[src/rtl/apb_master_bridge.sv]
// apb_master_bridge: valid/ready command-to-APB master bridge with PREADY timeout
module apb_master_bridge #(
  parameter int ADDR_WIDTH = 32,
  parameter int DATA_WIDTH = 32,
  parameter int TIMEOUT = 16
) (
  input  logic                  PCLK,
  input  logic                  PRESET,
  input  logic                  cmd_valid,
  output logic                  cmd_ready,
  input  logic                  cmd_write,
  input  logic [ADDR_WIDTH-1:0] cmd_addr,
  input  logic [DATA_WIDTH-1:0] cmd_wdata,
  output logic                  rsp_valid,
  input  logic                  rsp_ready,
  output logic [DATA_WIDTH-1:0] rsp_rdata,
  output logic                  rsp_err,
  output logic                  PSELx,
  output logic                  PENABLE,
  output logic                  PWRITE,
  output logic [ADDR_WIDTH-1:0] PADDR,
  output logic [DATA_WIDTH-1:0] PWDATA,
  input  logic                  PREADY,
  input  logic [DATA_WIDTH-1:0] PRDATA,
  input  logic                  PSLVERR
);
  localparam int CW = TIMEOUT > 0 ? $clog2(TIMEOUT + 1) : 1;
  localparam logic [CW-1:0] LAST = CW'(TIMEOUT - 1);
  localparam logic [CW-1:0] SAT = {CW{1'b1}};
  typedef enum logic [1:0] {IDLE, SETUP, ACCESS, RESP} state_t;
  state_t state_q, state_d;
  logic psel_q, psel_d, penable_q, penable_d, pwrite_q, pwrite_d;
  logic [ADDR_WIDTH-1:0] paddr_q, paddr_d;
  logic [DATA_WIDTH-1:0] pwdata_q, pwdata_d, rsp_rdata_q, rsp_rdata_d;
  logic rsp_valid_q, rsp_valid_d, rsp_err_q, rsp_err_d;
  logic [CW-1:0] cnt_q, cnt_d;
  always_ff @(posedge PCLK or posedge PRESET) begin
    if (PRESET) begin
      state_q <= IDLE;
      psel_q <= 1'b0;
      penable_q <= 1'b0;
      pwrite_q <= 1'b0;
      paddr_q <= '0;
      pwdata_q <= '0;
      rsp_valid_q <= 1'b0;
      rsp_rdata_q <= '0;
      rsp_err_q <= 1'b0;
      cnt_q <= '0;
    end else begin
      state_q <= state_d;
      psel_q <= psel_d;
      penable_q <= penable_d;
      pwrite_q <= pwrite_d;
      paddr_q <= paddr_d;
      pwdata_q <= pwdata_d;
      rsp_valid_q <= rsp_valid_d;
      rsp_rdata_q <= rsp_rdata_d;
      rsp_err_q <= rsp_err_d;
      cnt_q <= cnt_d;
    end
  end
  always_comb begin
    state_d = state_q;
    psel_d = psel_q;
    penable_d = penable_q;
    pwrite_d = pwrite_q;
    paddr_d = paddr_q;
    pwdata_d = pwdata_q;
    rsp_valid_d = rsp_valid_q;
    rsp_rdata_d = rsp_rdata_q;
    rsp_err_d = rsp_err_q;
    cnt_d = cnt_q;
    case (state_q)
      IDLE: if (cmd_valid) begin
        state_d = SETUP;
        psel_d = 1'b1;
        pwrite_d = cmd_write;
        paddr_d = cmd_addr;
        pwdata_d = cmd_wdata;
      end
      SETUP: begin
        state_d = ACCESS;
        penable_d = 1'b1;
        cnt_d = '0;
      end
      ACCESS: if (PREADY || (TIMEOUT != 0 && cnt_q == LAST)) begin
        state_d = RESP;
        psel_d = 1'b0;
        penable_d = 1'b0;
        rsp_valid_d = 1'b1;
        rsp_err_d = PREADY ? PSLVERR : 1'b1;
        rsp_rdata_d = PREADY && !pwrite_q ? PRDATA : '0;
      end else begin
        cnt_d = cnt_q == SAT ? cnt_q : cnt_q + 1'b1;
      end
      RESP: if (rsp_ready) begin
        state_d = IDLE;
        rsp_valid_d = 1'b0;
      end
      default: state_d = IDLE;
    endcase
  end
  assign cmd_ready = state_q == IDLE && !PRESET;
  assign rsp_valid = rsp_valid_q;
  assign rsp_rdata = rsp_rdata_q;
  assign rsp_err = rsp_err_q;
  assign PSELx = psel_q;
  assign PENABLE = penable_q;
  assign PWRITE = pwrite_q;
  assign PADDR = paddr_q;
  assign PWDATA = pwdata_q;
endmodule

[config.mk]
export PLATFORM = sky130hd
export DESIGN_NAME = apb_master_bridge
export DESIGN_NICKNAME = d
export VERILOG_FILES = /design/src/rtl/apb_master_bridge.sv
export SDC_FILE = /design/constraint.sdc
export NUM_CORES = 1
export LEC_CHECK = 0
export ABC_AREA = 0
export BUFFER_PORTS_ARGS = -buffer_cell sky130_fd_sc_hd__buf_2
export CAP_MARGIN = 10
export CORE_ASPECT_RATIO = 1.25
export CORE_MARGIN = 5
export CORE_UTILIZATION = 35
export CTS_CLUSTER_DIAMETER = 200
export DETAILED_ROUTE_END_ITERATION = 8
export PLACE_DENSITY = 0.64
export SYNTH_ARGS = -nofsm -noshare
export SYNTH_HDL_FRONTEND = slang
export SYNTH_SLANG_ARGS = --single-unit
[constraint.sdc]
create_clock -name PCLK -period 5.5 [get_ports PCLK]
set_input_delay 0 -clock PCLK [delete_from_list [all_inputs] [get_ports PCLK]]
set_output_delay 0 -clock PCLK [all_outputs]
set_load 0.02 [all_outputs]
### After elaboration in Yosys (flattened, before gate mapping)

Cells that the tools add are included.

* flip-flop bits (word level): 108
* output and inout port bits: 102
* word-level logic and storage cells: 53

* reduce and logical (&&, ||, !) cells: 16
* multiplexer cells: 16
* add/sub/neg operators: 1
* equality and inequality tests: 10

Operators by type and width (number)
* $mux 32: 1
* $reduce_and 3->1: 4
* $mux 5: 2
* $ne 2x2->1 const B: 5
* $pmux 5 s2: 1
* $pmux 2 s4: 1
* $mux 2: 3
* $pmux 1 s2: 3
* $reduce_and 2->1: 3
* $reduce_bool 2->1: 3
* $add 5x1->5 const B: 1
* $eq 5x4->1 const B: 1
* $eq 5x5->1 const B: 1
* $mux 1: 5
* $eq 2x2->1 const B: 2
* $eq 2x1->1 const B: 1
* $logic_and 1x1->1: 2
* $logic_not 1->1: 2
* $logic_not 2->1: 1
* $logic_or 1x1->1: 1

### Depth between registers and ports, before layout

Gate-level depths: netlist of run 1.

* word-level depth: 4
* gate-level depth with buffers: 8

### Least setup slack after synthesis of run 1

OpenSTA, ideal clock, no wires.

* path kind: reg-to-reg
* start point: register cnt_q[0]
* end point: register rsp_rdata_q[3] (netlist: rsp_rdata[3])
* setup time: 127 ps
* arrival: 1684 ps
* period minus slack after synthesis: 1810 ps
* slack: 3690 ps
* path buffers: 2
* cell stages (with the launch flop): 8
* cells stage by stage: dfrtp_1 ha_1 and3_1 ha_1 o21ai_0 buf_2 buf_4 o21ai_0

* word-level cells in the longest chain between the ends: 3

RTL lines
* from (decl): RTL line 36 `logic [CW-1:0] cnt_q, cnt_d;`
* from (signal assigned): RTL line 59 `cnt_q <= cnt_d;`
* $eq 5x4->1: RTL line 86 `ACCESS: if (PREADY || (TIMEOUT != 0 && cnt_q == LAST)) begin`
* $logic_or 1x1->1: RTL line 86
* $reduce_and 2->1 (no line)
* to (signal assigned): RTL line 57 `rsp_rdata_q <= rsp_rdata_d;`
* to (decl): RTL line 34 `logic [DATA_WIDTH-1:0] pwdata_q, pwdata_d, rsp_rdata_q, rsp_rdata_d;`

Every way passes these cells.
A chain may end at the register's enable or synchronous reset.

### Worst setup path after layout of run 1

* start point: register cnt_q[0]
* end point: register rsp_rdata_q[28] (netlist: rsp_rdata[28])

Same word-level chain as after synthesis.

==> results of run 1 <==
==> worst max path at each step <==
| stage | startpoint | endpoint | slack, ns |
|---|---|---|---|
| 2_1_floorplan | PRESET | PADDR[0] | 2.65 |
| 3_3_place_gp | cnt_q[0] | rsp_rdata[31] | 3.24 |
| 3_5_place_dp | cnt_q[0] | rsp_rdata[17] | 3.13 |
| 4_1_cts | cnt_q[0] | rsp_rdata[17] | 3.13 |
| 5_1_grt | cnt_q[0] | rsp_rdata[17] | 2.97 |
| 6_report | cnt_q[0] | rsp_rdata[28] | 3.15 |
==> through the flow <==
step	area, um2	power [mW]
after global placement	5480	2.88
after floorplan	4300	2.37
final	6760	3.56
after global routing	6760	3.79
after detailed placement	5480	2.93
after CTS	6760	3.61
==> registers in the layout, summed over array words and instances, names as in the netlist <==
| name | flops |
|---|---|
| PWDATA | 32 |
| rsp_valid | 1 |
| rsp_err | 1 |
| PWRITE | 1 |
| PENABLE | 1 |
| cnt_q | 5 |
| PSELx | 1 |
| state_q | 2 |
| PADDR | 32 |
| rsp_rdata | 32 |
==> cells in the final DEF (no fill, tap or decap) <==
master / synthesis / routed
buf_2: 12 / 204
dfrtp_1: 108 / 108
dlygate4sd3_1: 0 / 100
nand2_1: 72 / 71
mux2_2: 67 / 67
o21ai_0: 33 / 32
inv_1: 10 / 9
clkbuf_16: 0 / 9
ha_1: 7 / 7
o21ai_1: 5 / 5
buf_4: 4 / 4
nor2_1: 3 / 3
nor3_1: 2 / 2
o211ai_1: 2 / 2
o31ai_1: 2 / 2
nand4_1: 2 / 2
mux2i_1: 2 / 2
clkinv_2: 0 / 2
inv_6: 0 / 2
diode_2: 0 / 1
nand2_2: 0 / 1
or3_1: 1 / 1
a22o_1: 1 / 1
nand2b_1: 1 / 1
o22ai_1: 1 / 1
nor2_2: 1 / 1
a222oi_1: 1 / 1
o32a_1: 1 / 1
o21ai_4: 0 / 1
nor2b_2: 0 / 1
and3_1: 1 / 1
inv_4: 0 / 1
a21o_1: 1 / 1
a21oi_1: 1 / 1
clkinvlp_4: 0 / 1
clkbuf_1: 2 / 1
clkbuf_8: 0 / 1
==> cell type report <==
cell class | count | area [um2] | share of cell area [%]
Clock buffer | 11 | 243 | 3.59
Timing Repair Buffer | 308 | 2050 | 30.3
Inverter | 10 | 40.0 | 0.592
Sequential cell | 108 | 2700 | 40.0
Multi-Input combinational cell | 208 | 1480 | 21.9
Antenna cell | 1 | 2.50 | 0.0370
Tap cell | 164 | 205 | 3.03
Clock inverter | 5 | 35.0 | 0.518
==> worst max-delay path, stage by stage (launching register included) <==
cell,delay (ns)
dfrtp_1,0.42
ha_1,0.24
and3_1,0.21
ha_1,0.27
o21ai_4,0.52
buf_4,0.41
o21ai_0,0.15
==> cells by family (layout without fill, tap and decap cells) <==
group,count (synthesis),count (layout),synth area share [%]
adders and majority gates,7,7,2.04
other,0,1,0
DFF,108,108,62.8
buffers and inverters,28,334,3.14
muxes,69,69,18.0
and+or+nand+nor,84,84,7.79
AOI/OAI and AO/OA,48,48,6.22
==> report_power, final <==
| group | total (mW) | internal [mW] | switching, mW |
|---|---|---|---|
| sequential | 1.35 | 1.16 | 0.185 |
| combinational | 1.60 | 0.657 | 0.948 |
| clock | 0.605 | 0.322 | 0.283 |
| total | 3.56 | 2.14 | 1.42 |
==> repair_timing <==
action / in CTS / in global routing
setup endpoints to repair: 0 / 0
hold buffers: 100 / 0
buffers inserted: 0 / 0
endpoints found under the hold margin: 129 / 0
==> metal layers <==
layer	routed length (um)	track usage (%)
met5	0	0
met3	825	4.14
met2	6320	29.3
met4	185	5.06
met1	4500	18.5
==> qor.csv, run 1 <==
metric;value;unit
status;complete, no violations;
fin_nets;755;
whs_endpoint;rsp_err;
area_delta_synth_final;57.1;%
wire_per_inst;14.5;um
critPathKind;flip-flop to flip-flop;
drive_gt1_share;45.4;%
numPortBuffers;204;
synth-seq-area-share;62.8;%
vias_per_cell;4.45;
cts_tree;built;
min_from;PREADY;
cp_max_fo;38;
die_h;134;um
rr_endpoint;rsp_rdata[28];
dpl.hpwl;7980;um
vias;3628;
wirelength;11800;um
vdd_drop_max;0.286;mV
grt_pass1_vias;3849;
place_worst_setup_slack;3.13;ns
dp.cells;698;
insertion_delay;0.34;ns
max_slew.worst_pin.slew;1.00;ns
ys_ff_latch;108;
start_kind;flip-flop;
first_pass_iters;5;
grt_max_degree;79;
track_usage;16.2;%
synth_edf_count;0;
cts_buffer_depth;2;
dieArea;0.0146;mm2
fin_cells;815;
min_period;2.35;ns
root_buffer;clkbuf_16;
hp-class;input port to flip-flop;
yosysTopAreaCellShare;62.8;%
r2r_start;cnt_q[0];
p_per_area;526;mW/mm2
hold_depth;4;
synth_cells;344;
fmax;425;MHz
grt_setup_unrepaired;no;
ys_top_cells_by_count;108 x dfrtp_1, 72 x nand2_1, 67 x mux2_2, 33 x o21ai_0, 12 x buf_2;
p_leak;3.36;nW
post-route-util;55.9;%
synth_flop_cell;dfrtp_1;
hold_viol_final;0;
r2r_setup_slack;3.15;ns
ys_types;27;
worstRegToRegCells;6;
clk_pin_slew_worst_paths;0.07;ns
netlist_top_cells_area;dfrtp_1 63%, mux2_2 18%, nand2_1 6.3%;
syn_avg_cell_area;12.5;um2
antenna_found_initial;0;
final_max_slew_viol_count;0;
gr-total-overflow;0;
initial_core_util;35.5;%
critPathCaptureType;flip-flop;
worst_slack;3.15;ns
cts_made_buffers;9;
num_io_pins;205;
worstPathArrival;2.56;ns
slew_headroom;33.3;%
skew;0.00533;ns
required;5.70;ns
clock_sinks;108;
cts.repair.resized;0;
async_flop_share;100;%
postRouteAntennaNets;0;
max_cap_viol_count;0;
core;0.0121;mm2
fp-row-count;45;
gp_congestion;0.772;
grt_pass1_wl;18800;um
yosysMostFrequentCell;dfrtp_1;
synth_area;0.00430;mm2
die_width;109;um
nFillCells;1034;
setup_violations;0;
setup_tns;0;ns
hold_ws;0.0864;ns
drt_iter0_drc;144;
mappedNetlistNets;454;
drc;0;
synth_area_leader_cell;dfrtp_1;
min_period_over_period;42.8;%
cts_max_level;3;
ys_warn_count;0;
No activity file was read; power rests on OpenSTA's default activity.
==> run 2: changes to the inputs <==
Settings changed: ABC_AREA 0 to 1.
Clock period 5.5 ns to 2.41 ns, I/O delays scaled along.
==> run 2 against run 1 <==
Via count up 27%. Worst setup slack worse by 2.7 ns. Synthesized cell count up 50%. Clock skew up 0.0040 ns. Flip-flop and latch count unchanged. Utilization down 1.2 points. Critical endpoint is now cmd_ready.
==> qor.csv, run 2 <==
metric;value;unit;change
wirelength;13600;um;was 11800 um
dpl.hpwl;8820;um;was 7980 um
cts_tree;built;;unchanged
area_delta_synth_final;53.5;%;was 57.1%
drc;0;;unchanged
insertion_delay;0.34;ns;about the same
status;complete, no violations;;unchanged
switching_power;3.63;mW;was 1.42 mW
layout_commonest_cell;nand2_1;;was buf_2
hold_depth;4;;unchanged
syn_avg_cell_area;8.78;um2;was 12.5 um2
yosysMostFrequentCell;nand2_1;;was dfrtp_1
fin_nets;917;;was 755
first_pass_iters;4;;was 5
skew;0.00936;ns;was 0.00533 ns
final_max_slew_viol_count;0;;unchanged
synth_area;0.00453;mm2;was 0.00430 mm2
dieArea;0.0153;mm2;was 0.0146 mm2
cts_buffer_depth;2;;unchanged
grt_pass1_vias;4751;;was 3849
worstRegToRegCells;9;;was 6
synth-seq-area-share;59.7;%;was 62.8%
synth_cells;516;;was 344
die_h;137;um;was 134 um
wl_met3;1090;um;was 825 um
internal_power;4.62;mW;was 2.14 mW
wl_met2;6590;um;was 6320 um
netlist_top_cells_area;dfrtp_1 60%, nand2_1 19%, nand3_1 11%;;was dfrtp_1 63%, mux2_2 18%, nand2_1 6.3%
hold_viol_final;0;;unchanged
rr_endpoint;rsp_rdata[15];;was rsp_rdata[28]
grt_max_degree;69;;was 79
clock_sinks;108;;unchanged
initial_core_util;35.6;%;was 35.5%
r2r_setup_slack;0.52;ns;was 3.15 ns
yosysTopAreaCellShare;59.7;%;was 62.8%
p_leak;3.93;nW;was 3.36 nW
grt_pass1_wl;22900;um;was 18800 um
ys_top_cells_by_count;234 x nand2_1, 108 x dfrtp_1, 100 x nand3_1, 20 x buf_2, 17 x inv_1;;was 108 x dfrtp_1, 72 x nand2_1, 67 x mux2_2, 33 x o21ai_0, 12 x buf_2
max_cap_viol_count;0;;unchanged
min_period;1.98;ns;
r2r_start;cnt_q[0];;unchanged
whs_endpoint;rsp_valid;;was rsp_err
antenna_found_initial;0;;unchanged
p_comb_share;45.8;%;was 45.1%
nFillCells;1095;;was 1034
min_from;rsp_ready;;was PREADY
fmax;505;MHz;
slew_headroom;43.8;%;was 33.3%
setup_violations;0;;unchanged
cp_max_fo;68;;was 38
async_flop_share;100;%;unchanged
seqPwrFrac;37.3;%;was 37.9%
critPathKind;flip-flop to output pin;;was flip-flop to flip-flop
numPortBuffers;204;;unchanged
gp_congestion;0.778;;was 0.772
vias_per_cell;4.69;;was 4.45
postRouteAntennaNets;0;;unchanged
swShare;44.0;%;was 39.8%
num_io_pins;205;;unchanged
synth_flop_cell;dfrtp_1;;unchanged
grt_setup_unrepaired;no;;unchanged
drive_gt1_share;28.9;%;was 45.4%
cts_max_level;3;;unchanged
setup_tns;0;ns;unchanged
p_per_area;1190;mW/mm2;was 526 mW/mm2
cts_setup_buffers;0;;unchanged
start_kind;flip-flop;;unchanged
fp-row-count;46;;was 45
vdd_drop_max;0.756;mV;was 0.286 mV
required;2.41;ns;was 5.70 ns
max_slew.worst_pin.slew;0.842;ns;was 1.00 ns
drt_iter0_drc;266;;was 144
min_period_over_period;82.2;%;
hp-class;input port to flip-flop;;unchanged
synth_edf_count;0;;unchanged
clk_pin_slew_worst_paths;0.07;ns;about the same
synth_area_leader_cell;dfrtp_1;;unchanged
track_usage;18.0;%;was 16.2%
vias;4597;;was 3628
critPathCaptureType;output pin;;was flip-flop
wire_per_inst;13.9;um;was 14.5 um
met1Wirelength;5700;um;was 4500 um
die_width;112;um;was 109 um
mappedNetlistNets;626;;was 454
core;0.0127;mm2;was 0.0121 mm2
ys_warn_count;0;;unchanged
ys_types;19;;was 27
ys_ff_latch;108;;unchanged
cts.repair.resized;0;;unchanged
gr-total-overflow;0;;unchanged
power.total;8.25;mW;was 3.56 mW
diodes;0;;was 1
root_buffer;clkbuf_16;;unchanged
clkPwrFrac;16.9;%;was 17.0%
worstPathArrival;1.98;ns;was 2.56 ns
cts_made_buffers;9;;unchanged
final_cell_mix;233 x nand2_1, 204 x buf_2, 108 x dfrtp_1, 100 x nand3_1, 99 x dlygate4sd3_1;;was 204 x buf_2, 108 x dfrtp_1, 100 x dlygate4sd3_1, 71 x nand2_1, 67 x mux2_2
topRoutingLayerUsed;met4;;unchanged
run 2: cell type report:
class                           count  area, um2  area share [%]
Inverter                           18       71.3            1.03
Clock inverter                      6       47.5           0.684
Sequential cell                   108       2700            38.9
Tap cell                          168        210            3.02
Multi-Input combinational cell    359       1570            22.6
Timing Repair Buffer              311       2110            30.3
Clock buffer                       10        239            3.44
run 2: metrics by stage:
stage / setup WS, ns / utilization (%) / std cells / area (um2) / hold slack [ns]
detailed placement: 0.528 / 44.6 / 865 / 5680 / 0.224
global route: 0.251 / 54.7 / 980 / 6950 / 0.0530
global placement: 0.622 / 44.6 / 865 / 5680 / 0.221
finish: 0.430 / 54.7 / 980 / 6950 / 0.0307
CTS: 0.402 / 54.7 / 980 / 6950 / 0.0276
floorplan: 0.842 / - / 516 / 4530 / 0.0798
run 2: worst max-delay path, stage by stage, from the launching register on:
cell	delay, ns
dfrtp_1	0.40
inv_1	0.12
ha_2	0.21
buf_4	0.52
inv_1	0.08
nor2_1	0.09
buf_2	0.16
run 2: worst max path at each step:
stage / from / to / slack, ns
2_1_floorplan: cnt_q[0] / cnt_q[0] / 0.84
3_3_place_gp: cnt_q[0] / rsp_rdata[0] / 0.62
3_5_place_dp: cnt_q[0] / rsp_rdata[15] / 0.53
4_1_cts: state_q[0] / cmd_ready / 0.40
5_1_grt: state_q[0] / cmd_ready / 0.25
6_report: state_q[0] / cmd_ready / 0.43
run 2: repair_timing:
action / in CTS / in global routing
setup endpoints to repair: 0 / 0
endpoints found under the hold margin: 134 / 0
hold buffers: 99 / 0
run 2: power by group through the flow:
stage,logic (mW),clock network [mW],registers [mW]
6_report,3.78,1.40,3.08
5_1_grt,4.17,1.53,3.17
4_1_cts,3.81,1.45,3.07
3_5_place_dp,3.70,0,3.08
3_3_place_gp,3.62,0,3.06
2_1_floorplan,1.44,0,4.03
run 2: cells by family (layout without fill, tap and decap cells):
group | Yosys count | in the layout | share of synthesized area [%]
fa+ha+maj | 7 | 7 | 1.93
flops | 108 | 108 | 59.7
simple gates | 348 | 348 | 32.2
buf+inv | 49 | 345 | 5.72
compound gates | 4 | 4 | 0.497
run 2: metal layers:
metal | global-route usage [%] | vias to the layer above
li1 | - | 2214
met3 | 6.06 | 22
met4 | 5.48 | 0
met2 | 30.2 | 196
met1 | 22.2 | 2165
met5 | 0 | -
==> run 3: changes to the inputs <==
Settings changed: PLACE_DENSITY 0.64 to 0.66.
Clock period 2.41 ns to 1.8 ns, I/O delays scaled along.
==> run 3 against run 2 <==
First-iteration DRC count increased by 58%. Die area unchanged. Combinational power increased by 41%. Worst hold slack improved by 0.042 ns. Sequential power increased by 34%. Worst setup slack got worse by 0.29 ns. Design area increased by 2.9%. Clock skew decreased by 0.0050 ns. Cell count increased by 0.92%. Via count increased by 2.6%. Wire length increased by 7.6%. Sequential share of layout area decreased by 1.1 points. Critical path type is now flip-flop to flip-flop. Critical endpoint is now rsp_rdata[30]. Largest power group unchanged. Highest routed layer unchanged.
==> qor.csv, run 3 (synthesized netlist as in run 2, its figures left out) <==
metric;value;unit;change
status;complete, no violations;;unchanged
grt_pass1_vias;4760;;was 4751
numPortBuffers;204;;unchanged
vias_per_cell;4.77;;was 4.69
wirelength;14600;um;was 13600 um
vdd_drop_max;0.668;mV;was 0.756 mV
antenna_found_initial;0;;unchanged
vias;4715;;was 4597
num_io_pins;205;;unchanged
postPlaceCellArea;0.00573;mm2;was 0.00568 mm2
postRouteAntennaNets;0;;unchanged
skew;0.00435;ns;was 0.00936 ns
gr-total-overflow;0;;unchanged
cts_tree;built;;unchanged
die_width;112;um;unchanged
fin_cells;989;;was 980
clock_sinks;108;;unchanged
cp_max_fo;32;;was 68
clk_pin_slew_worst_paths;0.07;ns;about the same
dp.cells;871;;was 865
stdcell_area;0.00715;mm2;was 0.00695 mm2
drt_iter0_drc;420;;was 266
nFillCells;1070;;was 1095
root_buffer;clkbuf_16;;unchanged
min_period_over_period;92.1;%;
cpPeakStageDelay;0.36;ns;was 0.52 ns
diodes;0;;unchanged
grt_max_degree;69;;unchanged
slew_headroom;66.6;%;was 43.8%
grt_pass1_wl;23600;um;was 22900 um
fin_nets;927;;was 917
drive_gt1_share;29.8;%;was 28.9%
post-route-util;56.2;%;was 54.7%
max_cap_viol_count;0;;unchanged
cts_buffer_depth;2;;unchanged
critPathBufInv;2;;was 4
grt_setup_unrepaired;no;;unchanged
layout.area.seq;0.00270;mm2;unchanged
cp_cell_sequence;ha_1, nand2_1, nor2_1, ha_2, inv_1, nand2_1, nand2_1, buf_12, nand2_1, nand2_1;;was inv_1, ha_2, buf_4, inv_1, nor2_1, buf_2
die_h;137;um;unchanged
final_max_slew_viol_count;0;;unchanged
critical_path.top_delay_family;simple AND/OR/NAND/NOR gates;;was buffers and inverters
dieArea;0.0153;mm2;unchanged
dpl.hpwl;8850;um;was 8820 um
setup_violations;0;;unchanged
r2r_setup_slack;0.14;ns;was 0.52 ns
cpMostUsedCell;nand2_1;;was inv_1
cts_max_level;3;;unchanged
gp_congestion;0.809;;was 0.778
power.total;11.8;mW;was 8.25 mW
hold_viol_final;0;;unchanged
cts_made_buffers;9;;unchanged
area_delta_synth_final;57.9;%;was 53.5%
wire_per_inst;14.8;um;was 13.9 um
max_slew.worst_pin.slew;0.501;ns;was 0.842 ns
min_period;1.66;ns;
hp-class;input port to flip-flop;;unchanged
p_per_area;1650;mW/mm2;was 1190 mW/mm2
worstPathArrival;1.89;ns;was 1.98 ns
initial_core_util;35.6;%;unchanged
required;2.03;ns;was 2.41 ns
critPathKind;flip-flop to flip-flop;;was flip-flop to output pin
start_kind;flip-flop;;unchanged
insertion_delay;0.34;ns;about the same
slowest_stage;dfrtp_1;;was buf_4
track_usage;19.0;%;was 18.0%
fmax;603;MHz;
core;0.0127;mm2;unchanged
final_cell_mix;232 x nand2_1, 204 x buf_2, 108 x dfrtp_1, 100 x nand3_1, 100 x dlygate4sd3_1;;was 233 x nand2_1, 204 x buf_2, 108 x dfrtp_1, 100 x nand3_1, 99 x dlygate4sd3_1
first_pass_iters;5;;was 4
critPathCaptureType;flip-flop;;was output pin
drc;0;;unchanged
fp-row-count;46;;unchanged
layout_commonest_cell;nand2_1;;unchanged
p_leak;4.02;nW;was 3.93 nW
multiInputGateArea;0.00160;mm2;was 0.00157 mm2
[run 3: changes by cell type in the layout (fill, tap and decap cells not counted), moves of 2 or more]
cell       before  now
buf_4           5   10
bufinv_16       0    4
buf_12          3    6
clkinv_4        3    0
nor2_4          2    4
[run 3: where the power goes]
group / total [mW] / leakage [nW] / internal (mW) / switching [mW]
combinational: 5.32 / 2.48 / 1.84 / 3.48
sequential: 4.12 / 1.38 / 3.51 / 0.608
clock: 2.33 / 0.173 / 1.49 / 0.842
[run 3: path summary, 6_finish.rpt]
| check | start | endpoint | cells after the start |
|---|---|---|---|
| min | PREADY | rsp_valid | 4 |
| max | cnt_q[0] | rsp_rdata[30] | 10 |
| max reg2reg | cnt_q[0] | rsp_rdata[30] | 10 |
| min in group asynchronous | PRESET | state_q[1] | 4 |
| max in group asynchronous | PRESET | PWDATA[24] | 4 |
| min reg2reg | PWDATA[21] | PWDATA[21] | 2 |
[run 3: what timing repair did]
item / CTS / global route
cloned: 1 / 0
buffers inserted: 0 / 2
hold endpoints to repair: 207 / 0
setup endpoints to repair: 34 / 38
hold buffers: 100 / 0
pin swaps: 1 / 2
gates resized for setup: 3 / 2
[run 3: final cells by class]
class,instances,area share [%]
well taps,168,2.94
repair buffers,320,31.0
multi-input cells,360,22.3
clock buffers,10,3.20
clock inverters,5,1.75
flip-flops and latches,108,37.8
inverters,18,0.997
[run 3: metal layers]
metal / share of wire, % / vias to the layer above / GRT usage [%]
li1: - / 2235 / -
met1: 39 / 2215 / 22.1
met2: 51 / 236 / 33.1
met3: 8.2 / 29 / 6.41
met4: 2.2 / 0 / 6.15
met5: 0 / - / 0
[run 3: worst register-to-register path, stage by stage, from the launching register on]
cell     delay, ns
dfrtp_1       0.36
ha_1          0.18
nand2_1       0.07
nor2_1        0.16
ha_2          0.24
inv_1         0.05
nand2_1       0.07
nand2_1       0.10
buf_12        0.19
nand2_1       0.08
nand2_1       0.06
[run 3: through the flow]
stage / hold slack (ns) / setup slack (ns) / TNS, ns
global placement: 0.163 / -0.0832 / -0.817
finish: 0.0723 / 0.142 / 0
global route: 0.0654 / 0.0118 / 0
floorplan: 0.0798 / 0.232 / 0
detailed placement: 0.167 / -0.182 / -4.10
CTS: 0.0508 / 0.0161 / 0
